===== src/rtl/ltssm_pkg.sv =====
// Shared LTSSM definitions: substate codes, PIPE status codes, OS types, Tx sub-FSM states.
// Pure declarations; no latency or backpressure.
package ltssm_pkg;

  typedef enum logic [3:0] {
    detectQuiet                  = 4'd0,
    detectActive                 = 4'd1,
    pollingActive                = 4'd2,
    pollingConfiguration         = 4'd3,
    configurationLinkWidthStart  = 4'd4,
    configurationLinkWidthAccept = 4'd5,
    configurationLanenumWait     = 4'd6,
    configurationLanenumAccept   = 4'd7,
    configurationComplete        = 4'd8,
    configurationIdle            = 4'd9,
    L0                           = 4'd10
  } substate_e;

  localparam logic [3:0] SUB_NONE          = 4'hF;
  localparam logic [2:0] RXSTATUS_DETECTED = 3'b011;
  localparam logic       OS_TS1            = 1'b0;
  localparam logic       OS_TS2            = 1'b1;

  typedef enum logic [2:0] {
    ST_IDLE, ST_QUIET, ST_DET_START, ST_DET_WAIT, ST_DET_RPT,
    ST_POLL_ACT, ST_POLL_CFG, ST_DONE
  } tx_state_e;

  function automatic tx_state_e entry_state(input logic [3:0] sub);
    case (sub)
      4'd0:    return ST_QUIET;
      4'd1:    return ST_DET_START;
      4'd2:    return ST_POLL_ACT;
      4'd3:    return ST_POLL_CFG;
      default: return ST_IDLE;
    endcase
  endfunction

  function automatic int max2(input int a, input int b);
    return (a > b) ? a : b;
  endfunction

endpackage


===== src/rtl/ltssm_tx_detect_polling_if.sv =====
// Coordinator / PIPE / OS-generator signals of the Tx Detect+Polling sub-LTSSM.
// slave = the sub-LTSSM, master = its environment.
interface ltssm_tx_detect_polling_if #(parameter int MAXLANES = 16);
  logic [3:0]            substateTx;
  logic [MAXLANES-1:0]   phyStatus;
  logic [3*MAXLANES-1:0] rxStatus;
  logic                  ts2Received;
  logic                  osDone;
  logic                  txDetectRx;
  logic                  osReq;
  logic                  osType;
  logic                  finishTx;
  logic [3:0]            gotoTx;
  logic [4:0]            numberOfDetectedLanesOut;
  logic                  writeNumberOfDetectedLanes;

  modport master (
    output substateTx, phyStatus, rxStatus, ts2Received, osDone,
    input  txDetectRx, osReq, osType, finishTx, gotoTx,
           numberOfDetectedLanesOut, writeNumberOfDetectedLanes
  );

  modport slave (
    input  substateTx, phyStatus, rxStatus, ts2Received, osDone,
    output txDetectRx, osReq, osType, finishTx, gotoTx,
           numberOfDetectedLanesOut, writeNumberOfDetectedLanes
  );
endinterface


===== src/rtl/ltssm_tx_detect_polling_lane_detect_count.sv =====
// Folds this cycle's first PhyStatus per lane (with RxStatus=detected) into the
// detected mask and pop-counts it. Combinational, no backpressure.
module lane_detect_count
  import ltssm_pkg::*;
#(
  parameter int MAXLANES = 16
) (
  input  logic [MAXLANES-1:0]   phy_status_i,
  input  logic [3*MAXLANES-1:0] rx_status_i,
  input  logic [MAXLANES-1:0]   seen_i,
  input  logic [MAXLANES-1:0]   det_i,
  output logic [MAXLANES-1:0]   det_o,
  output logic [4:0]            count_o
);

  always_comb begin
    det_o   = det_i;
    count_o = '0;
    for (int i = 0; i < MAXLANES; i++) begin
      if (phy_status_i[i] && !seen_i[i] && rx_status_i[3*i +: 3] == RXSTATUS_DETECTED)
        det_o[i] = 1'b1;
      count_o = count_o + 5'(det_o[i]);
    end
  end

endmodule


===== src/rtl/ltssm_tx_detect_polling.sv =====
// Tx sub-LTSSM for Detect/Polling: receiver detect, TS1/TS2 requests, exit decisions.
// Registered outputs; substate change takes effect next cycle; no backpressure.
module ltssm_tx_detect_polling
  import ltssm_pkg::*;
#(
  parameter int MAXLANES            = 16,
  parameter int QUIET_CYCLES        = 1200,
  parameter int POLL_ACTIVE_TIMEOUT = 2400,
  parameter int POLL_CONFIG_TIMEOUT = 4800,
  parameter int TS1_TX_COUNT        = 1024,
  parameter int TS2_TX_AFTER_RX     = 16
) (
  input logic                       clk,
  input logic                       reset,
  ltssm_tx_detect_polling_if.slave  bus
);

  localparam int CMAX = max2(max2(max2(QUIET_CYCLES, POLL_ACTIVE_TIMEOUT),
                                  max2(POLL_CONFIG_TIMEOUT, TS1_TX_COUNT)), TS2_TX_AFTER_RX);
  localparam int CW   = $clog2(CMAX + 1);

  tx_state_e           state_q;
  logic [3:0]          last_sub_q;
  logic [CW-1:0]       tmo_q, os_cnt_q, os_cnt_d;
  logic [MAXLANES-1:0] seen_q, seen_d, det_q, det_d;
  logic [4:0]          lanes_q, lanes_d;
  logic                tx_det_q, os_req_q, os_type_q, finish_q, wr_q;
  logic [3:0]          goto_q;
  logic [4:0]          nlanes_q;

  assign seen_d = seen_q | bus.phyStatus;

  lane_detect_count #(.MAXLANES(MAXLANES)) u_cnt (
    .phy_status_i (bus.phyStatus),
    .rx_status_i  (bus.rxStatus),
    .seen_i       (seen_q),
    .det_i        (det_q),
    .det_o        (det_d),
    .count_o      (lanes_d)
  );

  // TS counters saturate at their target so they can never wrap.
  always_comb begin
    os_cnt_d = os_cnt_q;
    if (state_q == ST_POLL_ACT && bus.osDone && os_cnt_q < CW'(TS1_TX_COUNT))
      os_cnt_d = os_cnt_q + 1'b1;
    else if (state_q == ST_POLL_CFG && bus.osDone && bus.ts2Received &&
             os_cnt_q < CW'(TS2_TX_AFTER_RX))
      os_cnt_d = os_cnt_q + 1'b1;
  end

  always_ff @(posedge clk) begin
    if (reset) begin
      state_q    <= ST_IDLE;
      last_sub_q <= SUB_NONE;
      tmo_q      <= '0;
      os_cnt_q   <= '0;
      seen_q     <= '0;
      det_q      <= '0;
      lanes_q    <= '0;
      tx_det_q   <= 1'b0;
      os_req_q   <= 1'b0;
      os_type_q  <= OS_TS1;
      finish_q   <= 1'b0;
      wr_q       <= 1'b0;
      goto_q     <= detectQuiet;
      nlanes_q   <= '0;
    end else begin
      finish_q <= 1'b0;
      wr_q     <= 1'b0;
      if (bus.substateTx != last_sub_q) begin
        last_sub_q <= bus.substateTx;
        tmo_q      <= '0;
        os_cnt_q   <= '0;
        seen_q     <= '0;
        det_q      <= '0;
        lanes_q    <= '0;
        state_q    <= entry_state(bus.substateTx);
        tx_det_q   <= 1'b0;
        os_req_q   <= entry_state(bus.substateTx) inside {ST_POLL_ACT, ST_POLL_CFG};
        os_type_q  <= (entry_state(bus.substateTx) == ST_POLL_CFG) ? OS_TS2 : OS_TS1;
      end else begin
        case (state_q)
          ST_IDLE: begin
            os_req_q <= 1'b0;
            tx_det_q <= 1'b0;
          end
          ST_QUIET: begin
            if (tmo_q == CW'(QUIET_CYCLES - 1)) begin
              finish_q <= 1'b1;
              goto_q   <= detectActive;
              state_q  <= ST_DONE;
            end else begin
              tmo_q <= tmo_q + 1'b1;
            end
          end
          ST_DET_START: begin
            tx_det_q <= 1'b1;
            state_q  <= ST_DET_WAIT;
          end
          ST_DET_WAIT: begin
            seen_q <= seen_d;
            det_q  <= det_d;
            tmo_q  <= tmo_q + 1'b1;
            // Watchdog expiry without every PhyStatus is reported as zero lanes.
            if (&seen_d) begin
              tx_det_q <= 1'b0;
              lanes_q  <= lanes_d;
              state_q  <= ST_DET_RPT;
            end else if (tmo_q == CW'(QUIET_CYCLES - 1)) begin
              tx_det_q <= 1'b0;
              lanes_q  <= '0;
              state_q  <= ST_DET_RPT;
            end
          end
          ST_DET_RPT: begin
            nlanes_q <= lanes_q;
            wr_q     <= 1'b1;
            finish_q <= 1'b1;
            goto_q   <= (lanes_q != '0) ? pollingActive : detectQuiet;
            state_q  <= ST_DONE;
          end
          ST_POLL_ACT: begin
            os_req_q  <= 1'b1;
            os_type_q <= OS_TS1;
            os_cnt_q  <= os_cnt_d;
            tmo_q     <= tmo_q + 1'b1;
            if (os_cnt_d == CW'(TS1_TX_COUNT)) begin
              finish_q <= 1'b1;
              goto_q   <= pollingConfiguration;
              state_q  <= ST_DONE;
            end else if (tmo_q == CW'(POLL_ACTIVE_TIMEOUT - 1)) begin
              finish_q <= 1'b1;
              goto_q   <= detectQuiet;
              state_q  <= ST_DONE;
            end
          end
          ST_POLL_CFG: begin
            os_req_q  <= 1'b1;
            os_type_q <= OS_TS2;
            os_cnt_q  <= os_cnt_d;
            tmo_q     <= tmo_q + 1'b1;
            if (os_cnt_d == CW'(TS2_TX_AFTER_RX)) begin
              finish_q <= 1'b1;
              goto_q   <= configurationLinkWidthStart;
              state_q  <= ST_DONE;
            end else if (tmo_q == CW'(POLL_CONFIG_TIMEOUT - 1)) begin
              finish_q <= 1'b1;
              goto_q   <= detectQuiet;
              state_q  <= ST_DONE;
            end
          end
          ST_DONE: ;
          default: state_q <= ST_IDLE;
        endcase
      end
    end
  end

  assign bus.txDetectRx                 = tx_det_q;
  assign bus.osReq                      = os_req_q;
  assign bus.osType                     = os_type_q;
  assign bus.finishTx                   = finish_q;
  assign bus.gotoTx                     = goto_q;
  assign bus.numberOfDetectedLanesOut   = nlanes_q;
  assign bus.writeNumberOfDetectedLanes = wr_q;

endmodule


===== src/flat_wrapper.sv =====
// flat-port wrapper written by rule: the top's interface ports become plain ports
module ltssm_tx_detect_polling_flat import ltssm_pkg::*;
#(
  parameter int MAXLANES            = 16,
  parameter int QUIET_CYCLES        = 1200,
  parameter int POLL_ACTIVE_TIMEOUT = 2400,
  parameter int POLL_CONFIG_TIMEOUT = 4800,
  parameter int TS1_TX_COUNT        = 1024,
  parameter int TS2_TX_AFTER_RX     = 16
)
  (clk, reset, bus_substateTx, bus_phyStatus, bus_rxStatus, bus_ts2Received, bus_osDone, bus_txDetectRx, bus_osReq, bus_osType, bus_finishTx, bus_gotoTx, bus_numberOfDetectedLanesOut, bus_writeNumberOfDetectedLanes);
  ltssm_tx_detect_polling_if #(.MAXLANES(MAXLANES)) bus_i ();
  input logic clk;
  input logic reset;
  input wire logic [$bits(bus_i.substateTx)-1:0] bus_substateTx;
  input wire logic [$bits(bus_i.phyStatus)-1:0] bus_phyStatus;
  input wire logic [$bits(bus_i.rxStatus)-1:0] bus_rxStatus;
  input wire logic [$bits(bus_i.ts2Received)-1:0] bus_ts2Received;
  input wire logic [$bits(bus_i.osDone)-1:0] bus_osDone;
  output wire logic [$bits(bus_i.txDetectRx)-1:0] bus_txDetectRx;
  output wire logic [$bits(bus_i.osReq)-1:0] bus_osReq;
  output wire logic [$bits(bus_i.osType)-1:0] bus_osType;
  output wire logic [$bits(bus_i.finishTx)-1:0] bus_finishTx;
  output wire logic [$bits(bus_i.gotoTx)-1:0] bus_gotoTx;
  output wire logic [$bits(bus_i.numberOfDetectedLanesOut)-1:0] bus_numberOfDetectedLanesOut;
  output wire logic [$bits(bus_i.writeNumberOfDetectedLanes)-1:0] bus_writeNumberOfDetectedLanes;
  assign bus_i.substateTx = bus_substateTx;
  assign bus_i.phyStatus = bus_phyStatus;
  assign bus_i.rxStatus = bus_rxStatus;
  assign bus_i.ts2Received = bus_ts2Received;
  assign bus_i.osDone = bus_osDone;
  assign bus_txDetectRx = bus_i.txDetectRx;
  assign bus_osReq = bus_i.osReq;
  assign bus_osType = bus_i.osType;
  assign bus_finishTx = bus_i.finishTx;
  assign bus_gotoTx = bus_i.gotoTx;
  assign bus_numberOfDetectedLanesOut = bus_i.numberOfDetectedLanesOut;
  assign bus_writeNumberOfDetectedLanes = bus_i.writeNumberOfDetectedLanes;
  ltssm_tx_detect_polling #(.MAXLANES(MAXLANES), .QUIET_CYCLES(QUIET_CYCLES), .POLL_ACTIVE_TIMEOUT(POLL_ACTIVE_TIMEOUT), .POLL_CONFIG_TIMEOUT(POLL_CONFIG_TIMEOUT), .TS1_TX_COUNT(TS1_TX_COUNT), .TS2_TX_AFTER_RX(TS2_TX_AFTER_RX)) u_core (.clk(clk), .reset(reset), .bus(bus_i));
endmodule

===== config.mk =====
export PLATFORM = sky130hd
export DESIGN_NAME = ltssm_tx_detect_polling_flat
export DESIGN_NICKNAME = d
export VERILOG_FILES = /design/src/rtl/ltssm_pkg.sv /design/src/rtl/ltssm_tx_detect_polling_if.sv /design/src/rtl/ltssm_tx_detect_polling_lane_detect_count.sv /design/src/rtl/ltssm_tx_detect_polling.sv /design/src/flat_wrapper.sv
export SDC_FILE = /design/constraint.sdc
export NUM_CORES = 1
export LEC_CHECK = 0
export ABC_AREA = 1
export CAP_MARGIN = 20
export CORE_MARGIN = 8
export CORE_UTILIZATION = 50
export DETAILED_ROUTE_END_ITERATION = 10
export GPL_ROUTABILITY_DRIVEN = 1
export MAX_ROUTING_LAYER = met4
export PLACE_DENSITY = 0.86
export RECOVER_POWER = 25
export SETUP_SLACK_MARGIN = 0.5
export SKIP_CTS_REPAIR_TIMING = 1
export SLEW_MARGIN = 20
export SYNTH_ARGS = -nofsm -noshare
export SYNTH_HDL_FRONTEND = slang
export SYNTH_SLANG_ARGS = --single-unit

===== constraint.sdc =====
create_clock -name clk -period 4.2 [get_ports clk]
set_input_delay 0.42 -clock clk [delete_from_list [all_inputs] [get_ports clk]]
set_output_delay 0.42 -clock clk [all_outputs]
set_load 0.005 [all_outputs]

==> flow_summary_export.csv, run 1 <==
group,metric,value,unit
drt,route.vias.total,4386,
final_layout,register_area,1670,um2
timing,worst_pin_slew,1.00,ns
global_route,antenna_found_initial,1,
logic_synthesis,synth_area,4430,um2
logic_synthesis,ys_seq_area_frac,0.375,
final_layout,multi_input_area,2380,um2
floorplanning,die_area,12100,um2
clocking,cts_max_level,3,
global_route,grt.total_usage,0.189,
final_layout,fillCellCount,730,
clocking,cts.path.max_buffers,2,
logic_synthesis,yosysUniqueCellTypes,35,
timing,finalMaxSlewViolations,0,
worst_setup_path,critPathKind,"input pin to flop",
worst_setup_path,crit_arrival,4.15,ns
drt,wire_per_inst,13.1,um
timing,fin_crit_sh,0.933,
logic_synthesis,yosysWarnings,0,
place,portBuffers,84,
worst_setup_path,required,4.43,ns
logic_synthesis,ys_ff_latch,83,
power_and_ir_drop,leakagePower,2.49,nW
floorplanning,rows,34,
floorplanning,ios,86,
final_layout,final_area,5730,um2
place,placed_area,5430,um2
timing,relSlewSlack,0.333,
logic_synthesis,synthCells,639,
final_layout,drive_above_1_share,0.109,
worst_setup_path,crit_path_start_kind,"input pin",
final_layout,fin_nets,825,
floorplanning,initial_core_util,0.511,
clocking,clk_pin_slew_worst_paths,0.08,ns
floorplanning,die_h,110,um
timing,final-hold-violation-count,0,
worst_setup_path,cp-end-kind,"flop",
power_and_ir_drop,irDropWorstVdd,0.152,mV
timing,rsz0062_at_grt,"yes",
drt,drtPass1Iterations,5,
clocking,cts_tree,"built",
timing,fin_tns_setup,0,ns
clocking,numClockSinks,83,
global_route,grt_pass1_vias,4339,
power_and_ir_drop,finalPower,1.47,mW
timing,period_minus_slack,3.92,ns
timing,final-setup-viol-count,0,
timing,fmax,0.255,GHz
clocking,clock_latency,0.35,ns
power_and_ir_drop,power_density,257,nW/um2
worst_setup_path,path_max_fanout,2,
drt,drt_iter0_drc,237,
global_route,grt_max_degree,25,
flow_run,drv_cap,0,
logic_synthesis,avgSynthCellArea,6.93,um2
clocking,cts_root_buffer,"clkbuf_8",
global_route,grt_pass1_wl,18200,um
timing,finClkSkew,0.0120,ns
place,place_congestion,0.847,
place,dp_hpwl,8440,um
min_path,hold_class,"input pin to flop",
global_route,grt_overflow,0,
drt,postRouteWirelength,11100,um
clocking,cts_buffers,9,
drt,viasPerCell,5.17,
floorplanning,coreArea,8680,um2
drt,drc,0,
floorplanning,fp.dieW,110,um
logic_synthesis,syn_nets,728,
final_layout,syn2layout_area_growth,29.3,%
drt,drtAntennaViolNets,0,
status,status,"complete, no violations",
==> state kept, by name, indices dropped and copies added (netlist names) <==
name and count:
u_core.bus.numberOfDetectedLanesOut 5, u_core.bus.txDetectRx 1, u_core.os_cnt_q 13, u_core.lanes_q 5, u_core.det_q 16, u_core.state_q 3
u_core.bus.osType 1, u_core.tmo_q 13, u_core.bus.writeNumberOfDetectedLanes 1, u_core.bus.finishTx 1, u_core.last_sub_q 4, u_core.bus.osReq 1
u_core.bus.gotoTx 3, u_core.seen_q 16
==> per-layer routing <==
| layer | GRT usage | up-vias | share of wire |
|---|---|---|---|
| met2 | 0.319 | 138 | 0.48 |
| met4 | 0.0723 | 0 | 0.018 |
| met3 | 0.0430 | 21 | 0.060 |
| met5 | - | - | 0 |
| met1 | 0.215 | 2009 | 0.44 |
| li1 | - | 2218 | - |
==> critical path, stage by stage <==
cell and delay, ns:
clkdlybuf4s50_1 0.43, nand3_1 0.14, nand2_2 0.07, fa_1 0.53
inv_1 0.05, fa_1 0.47, fa_1 0.53, inv_1 0.06
fa_1 0.45, ha_2 0.21, fa_2 0.38, or2_4 0.27
nand3_2 0.08, a21oi_2 0.05
==> path summary, 6_finish.rpt <==
| kind | depth (start not counted) | slack [ns] | start | to |
|---|---|---|---|---|
| worst max-delay path | 14 | 0.28 | bus_phyStatus[5] | u_core.lanes_q[2] |
| worst min-delay path | 4 | 0.38 | bus_rxStatus[2] | u_core.det_q[0] |
| worst max register to register | 14 | 0.34 | u_core.seen_q[1] | u_core.lanes_q[2] |
| worst min register to register | 2 | 0.45 | u_core.det_q[0] | u_core.det_q[0] |
==> layout make-up <==
cell class              count  area share
diodes                      1    0.000437
inverters                  93      0.0614
flip-flops and latches     83       0.291
multi-input cells         449       0.416
clock buffers              10      0.0240
well taps                 108      0.0236
clock inverters             5     0.00524
repair buffers            100       0.178
==> synthesized netlist by cell type, drive strengths merged <==
cell	instances	area share
nor2	94	0.084
buf	2	0.0034
xor2	6	0.012
conb	1	0.00085
dlygate4sd1	1	0.0020
nand3b	4	0.0068
a31oi	2	0.0028
or4	1	0.0017
dfxtp	83	0.38
fa	10	0.045
o21ai	19	0.021
o211ai	1	0.0017
or2	4	0.0056
nand3	48	0.064
nand4	8	0.011
o22ai	3	0.0042
ha	7	0.020
a21oi	56	0.063
o21a	11	0.019
inv	93	0.079
clkbuf	11	0.014
nand2	154	0.14
nor4	4	0.0056
nor3	16	0.019
==> power by group <==
| group | switching (mW) | internal (mW) | total [mW] |
|---|---|---|---|
| clock | 0.281 | 0.225 | 0.506 |
| combinational | 0.0789 | 0.0946 | 0.174 |
| sequential | 0.00459 | 0.791 | 0.795 |
| total | 0.365 | 1.11 | 1.47 |
==> logic make-up (layout without fill, tap and decap cells) <==
logic type / count (synthesis) / count (layout) / share of synthesized area
AND/OR/NAND/NOR: 333 / 333 / 0.337
flip-flops: 83 / 83 / 0.375
buffers and inverters: 107 / 208 / 0.0986
adder cells (fa/ha/maj): 17 / 17 / 0.0650
XOR/XNOR: 6 / 6 / 0.0119
AO/OA/AOI/OAI: 92 / 92 / 0.112
other: 1 / 2 / 0.000846
==> per-stage QoR <==
stage	utilization	setup WS, ns	hold slack, ns	instances
floorplan	-	0.506	0.422	639
global placement	0.625	-0.0461	0.434	829
detailed placement	0.625	-0.120	0.442	829
CTS	0.645	0.244	0.454	844
global route	0.660	0.206	0.385	849
finish	0.660	0.283	0.378	849
==> cell usage in the layout, fill, tap and decap left out, drive strengths merged, types with 4 or more instances in the layout <==
master / Yosys / layout
nand2: 154 / 154
nor2: 94 / 94
inv: 93 / 93
dfxtp: 83 / 83
a21oi: 56 / 56
nand3: 48 / 48
clkdlybuf4s50: 0 / 43
dlymetal6s2s: 0 / 26
o21ai: 19 / 19
nor3: 16 / 16
dlygate4sd3: 0 / 15
buf: 2 / 15
o21a: 11 / 11
clkbuf: 11 / 11
fa: 10 / 10
nand4: 8 / 8
ha: 7 / 7
xor2: 6 / 6
nor4: 4 / 4
nand3b: 4 / 4
or2: 4 / 4
Power figures use the tool's default switching activity.
==> run 2: changes to the inputs <==
- CORE_ASPECT_RATIO: not set -> 0.5
==> run 2 against run 1 <==
  * First-iteration DRC count decreased by 15%
  * Clock skew down 0.0062 ns
  * Largest power group unchanged
  * Final cell count up 0.71%
  * Register-to-register slack is essentially flat
  * Routed wire length down 3.6%
  * Maximum frequency rose by 0.71%
  * Sequential cell count stayed put
==> flow_summary_export.csv, run 2 (same netlist as run 1, synthesis figures left out) <==
group,metric,value,unit
status,status,"complete, no violations",
clocking,cts_buffers,9,
timing,worst_pin_slew,1.06,ns
floorplanning,die_h,82.6,um
worst_setup_path,cp-end-kind,"flop",
timing,relSlewSlack,0.290,
clocking,cts_tree,"built",
clocking,cts_root_buffer,"clkbuf_16",
drt,drtAntennaViolNets,0,
timing,fin_crit_sh,0.926,
drt,route.vias.total,4271,
drt,drc,0,
floorplanning,fp.dieW,149,um
clocking,cts.path.max_buffers,2,
floorplanning,ios,86,
timing,period_minus_slack,3.89,ns
global_route,grt_max_degree,29,
worst_setup_path,cpPeakStageDelay,0.52,ns
timing,fmax,0.257,GHz
min_path,min-delay-start,"bus_rxStatus[2]",
min_path,hold_class,"input pin to flop",
power_and_ir_drop,leakagePower,2.55,nW
global_route,grt.total_usage,0.182,
global_route,grt_pass1_wl,17800,um
final_layout,final_area,5840,um2
drt,drt_iter0_drc,201,
timing,final-setup-viol-count,0,
worst_setup_path,required,4.41,ns
drt,wire_per_inst,12.5,um
worst_setup_path,path_buf_inv,3,
place,placed_area,5430,um2
timing,final-hold-violation-count,0,
worst_setup_path,cpLargestDelayFamily,"adder cells",
power_and_ir_drop,power_density,289,nW/um2
floorplanning,die_area,12300,um2
final_layout,fin_nets,821,
final_layout,final_common_cell,"nand2_1",
power_and_ir_drop,finalPower,1.69,mW
clocking,clock_latency,0.34,ns
place,dp_cells,837,
global_route,grt_pass1_vias,4141,
power_and_ir_drop,irDropWorstVdd,0.226,mV
worst_setup_path,startpoint,"bus_rxStatus[17]",
clocking,clk_pin_slew_worst_paths,0.06,ns
final_layout,fillCellCount,727,
floorplanning,initial_core_util,0.512,
worst_setup_path,crit_top_cell,"fa_1",
timing,finClkSkew,0.00577,ns
worst_setup_path,crit_chain,"clkdlybuf4s50_1 -> nor2_2 -> nand3_2 -> nand2_2 -> fa_1 -> inv_1 -> fa_1 -> fa_1 -> inv_1 -> fa_1 -> ha_2 -> fa_2 -> or2_4 -> nand3_2 -> a21oi_2",
floorplanning,rows,24,
global_route,grt_overflow,0,
global_route,antenna_found_initial,1,
drt,postRouteWirelength,10700,um
worst_setup_path,r2r-start,"u_core.seen_q[1]",
floorplanning,coreArea,8650,um2
timing,rsz0062_at_grt,"yes",
drt,drtPass1Iterations,4,
final_layout,drive_above_1_share,0.110,
final_layout,final_cells,855,
final_layout,layout_common_cells,"nand2_1, inv_1, nor2_1",
final_layout,syn2layout_area_growth,31.8,%
place,portBuffers,84,
worst_setup_path,critPathKind,"input pin to flop",
place,place_congestion,0.862,
final_layout,reg_top3,"u_core.det_q x16, u_core.seen_q x16",
worst_setup_path,path_max_fanout,2,
clocking,numClockSinks,83,
drt,viasPerCell,5.00,
timing,finalMaxSlewViolations,0,
worst_setup_path,crit_arrival,4.10,ns
worst_setup_path,cpMaxStageDelayCell,"fa_1",
clocking,cts_max_level,3,
place,dp_hpwl,8000,um
flow_run,drv_cap,0,
worst_setup_path,crit_path_start_kind,"input pin",
## run 2: changes by cell type in the layout (fill, tap and decap cells not counted), sizes merged
| cell | delta |
|---|---|
| clkbuf | +1 |
| clkinvlp | -2 |
| clkdlybuf4s50 | -2 |
| dlymetal6s2s | +2 |
| buf | -4 |
| clkinv | +2 |
## run 2: per-layer routing
metal / vias to the layer above / GRT usage / wire length, um
li1: 2215 / - / -
met1: 1948 / 0.211 / 4910
met5: - / - / 0
met2: 101 / 0.305 / 5150
met3: 7 / 0.0544 / 564
met4: 0 / 0.0549 / 98
## run 2: final cells by class
class	count	area [um2]	area share
timing repair buffer	96	997	0.171
multi-input combinational	449	2410	0.412
tap	117	146	0.0251
inverter	93	352	0.0602
sequential	83	1660	0.285
clock buffer	11	243	0.0416
clock inverter	5	28.8	0.00493
antenna	1	2.50	0.000428
## run 2: stage by stage
stage | TNS, ns | setup slack, ns | hold slack [ns] | utilization
finish | 0 | 0.310 | 0.381 | 0.675
global route | 0 | 0.201 | 0.405 | 0.675
CTS | 0 | 0.262 | 0.449 | 0.659
detailed placement | -0.0861 | -0.0861 | 0.439 | 0.628
global placement | -0.0645 | -0.0645 | 0.432 | 0.628
floorplan | 0 | 0.506 | 0.422 | -
## run 2: final timing paths
kind	slack, ns	end	cells after the start
worst max-delay path	0.31	u_core.lanes_q[2]	15
worst min-delay path	0.38	u_core.det_q[0]	4
worst max register to register	0.33	u_core.lanes_q[2]	14
worst min register to register	0.45	u_core.det_q[3]	2
## run 2: power by group
part | switching, mW | internal, mW | leakage, nW
Clock | 0.307 | 0.413 | 0.139
Combinational | 0.0783 | 0.0935 | 1.74
Sequential | 0.00462 | 0.792 | 0.671
## run 2: worst reg2reg max path, stage by stage, from the launching register on
cell and delay [ns]:
dfxtp_2 0.33, inv_2 0.06, nand2_2 0.06, nor3_4 0.18, nor2_2 0.07, fa_1 0.51, fa_1 0.53, fa_1 0.52
inv_1 0.05, fa_1 0.45, ha_2 0.21, fa_2 0.36, or2_4 0.26, nand3_2 0.08, a21oi_2 0.05
==> run 3: changes to the inputs <==
- CORE_UTILIZATION: 50 -> 56
- PLACE_DENSITY: 0.86 -> 0.94
- clock period: 4.2 -> 4.6 ns (I/O delays scaled with it)
==> run 3 against run 2 <==
  * Total power down 4.5%
  * First-iteration DRC count up 76%
  * Clock power about the same
  * Worst hold slack better by 0.053 ns
  * Cell area down 0.28%
  * Sequential cell count unchanged
  * Routed wire length up 11%
  * Worst setup slack better by 0.21 ns
  * Clock skew about the same
  * Sequential share of layout area about the same
==> flow_summary_export.csv, run 3 (same netlist as run 1, synthesis figures left out) <==
group,metric,value,unit
global_route,grt_pass1_wl,18700,um
timing,final-hold-violation-count,0,
global_route,grt_pass1_vias,4436,
worst_setup_path,required,4.80,ns
drt,drt_iter0_drc,354,
timing,setup_slack,0.518,ns
worst_setup_path,rr_endpoint,"u_core.lanes_q[4]",
clocking,cts_root_buffer,"clkbuf_16",
floorplanning,coreArea,7830,um2
worst_setup_path,crit_chain,"clkdlybuf4s50_1 -> nor3_2 -> nor2_1 -> fa_1 -> fa_1 -> fa_1 -> inv_2 -> fa_1 -> ha_4 -> fa_2 -> nand2_1 -> nand2_1 -> nand3_1 -> a21oi_1",
drt,postRouteWirelength,11900,um
min_path,min-delay-start,"bus_phyStatus[3]",
timing,finalMaxSlewViolations,0,
power_and_ir_drop,leakagePower,2.47,nW
worst_setup_path,startpoint,"bus_rxStatus[5]",
global_route,grt.total_usage,0.211,
worst_setup_path,path_max_fanout,2,
drt,drc,0,
place,dp_cells,824,
timing,whs,0.434,ns
clocking,cts.path.max_buffers,2,
final_layout,layout_common_cells,"nand2_1, inv_1, nor2_1, dfxtp_1, a21oi_1",
power_and_ir_drop,finalPower,1.61,mW
global_route,grt_overflow,0,
power_and_ir_drop,power_density,277,nW/um2
floorplanning,die_h,78.9,um
worst_setup_path,reg2regPathDepth,15,
timing,rsz0062_at_grt,"no",
timing,final-setup-viol-count,0,
timing,worst_pin_slew,1.07,ns
final_layout,reg_top3,"u_core.det_q x16, u_core.seen_q x16",
final_layout,final_cells,846,
timing,period_minus_slack,4.08,ns
clocking,clock_latency,0.34,ns
final_layout,utilization,0.744,
final_layout,final_common_cell,"nand2_1",
final_layout,final_area,5820,um2
worst_setup_path,crit_arrival,4.28,ns
floorplanning,rows,23,
floorplanning,initial_core_util,0.566,
worst_setup_path,critPathKind,"input pin to flop",
final_layout,drive_above_1_share,0.104,
floorplanning,fp.dieW,142,um
global_route,grt_max_degree,29,
worst_setup_path,cpLargestDelayFamily,"adder cells",
worst_setup_path,cpMaxStageDelayCell,"fa_1",
place,dp_hpwl,8180,um
clocking,numClockSinks,83,
timing,fin_crit_sh,0.887,
place,place_congestion,0.887,
timing,finClkSkew,0.00603,ns
final_layout,syn2layout_area_growth,31.5,%
final_layout,fin_nets,817,
min_path,min_delay_path_depth,3,
worst_setup_path,crit_path_start_kind,"input pin",
worst_setup_path,cpPeakStageDelay,0.57,ns
min_path,hold_class,"input pin to flop",
worst_setup_path,r2r-start,"u_core.seen_q[1]",
clocking,cts_tree,"built",
timing,fin_tns_setup,0,ns
drt,drtAntennaViolNets,0,
global_route,antenna_found_initial,2,
timing,relSlewSlack,0.289,
drt,viasPerCell,5.31,
worst_setup_path,r2r_slack,0.64,ns
drt,route.vias.total,4492,
place,post-place-ws,0.0430,ns
drt,wire_per_inst,14.1,um
place,portBuffers,84,
place,placed_area,5350,um2
clocking,clk_pin_slew_worst_paths,0.06,ns
flow_run,drv_cap,0,
clocking,cts_max_level,3,
power_and_ir_drop,irDropWorstVdd,0.165,mV
drt,drtPass1Iterations,5,
timing,fmax,0.245,GHz
floorplanning,ios,86,
floorplanning,die_area,11200,um2
status,status,"complete, no violations",
worst_setup_path,path_buf_inv,2,
worst_setup_path,crit_top_cell,"fa_1",
worst_setup_path,cp-end-kind,"flop",
min_path,min_to,"u_core.seen_q[3]",
clocking,cts_buffers,9,
==> run 3: cell types whose count changed in the layout (fill, tap and decap cells not counted), sizes merged <==
cell           change
buf                -4
bufinv             +1
clkbuf             +2
clkdlybuf4s50      +7
clkinv             -4
diode              +1
dlymetal6s2s       -7
==> run 3: area by class of cell <==
type	count	area, um2
antenna	2	5.00
clock buffer	13	260
clock inverter	2	35.0
fill	572	2000
inverter	93	352
multi-input combinational	449	2420
sequential	83	1660
tap	112	140
timing repair buffer	92	950
==> run 3: how the worst max path moves through the flow <==
stage / to / slack [ns] / cells past startpoint
floorplan: u_core.lanes_q[2] / 0.71 / 13
global placement: u_core.lanes_q[2] / 0.1 / 14
detailed placement: u_core.lanes_q[2] / 0.04 / 14
CTS: u_core.lanes_q[2] / 0.32 / 14
global route: u_core.lanes_q[2] / 0.48 / 13
finish: u_core.lanes_q[4] / 0.52 / 14
==> run 3: where the power goes <==
group          internal [mW]  leakage (nW)  total [mW]  switching [mW]
Clock                  0.446         0.146       0.719           0.272
Sequential             0.723         0.670       0.727         0.00432
Combinational         0.0876          1.65       0.166          0.0785
==> run 3: worst register-to-register path, delay by kind of cell (launching register included) <==
family                   cells  cell delay, ns
flip-flops                   1            0.31
AO/OA/AOI/OAI                1            0.07
adder cells (fa/ha/maj)      6            2.58
buffers and inverters        2            0.12
AND/OR/NAND/NOR              6            0.76
==> run 3: layer usage <==
metal  GRT usage  part of all wire  vias to the layer above
met5           -                 0                        -
met4      0.0893             0.027                        0
li1            -                 -                     2208
met2       0.366              0.49                      183
met3      0.0580             0.064                       29
met1       0.226              0.42                     2072
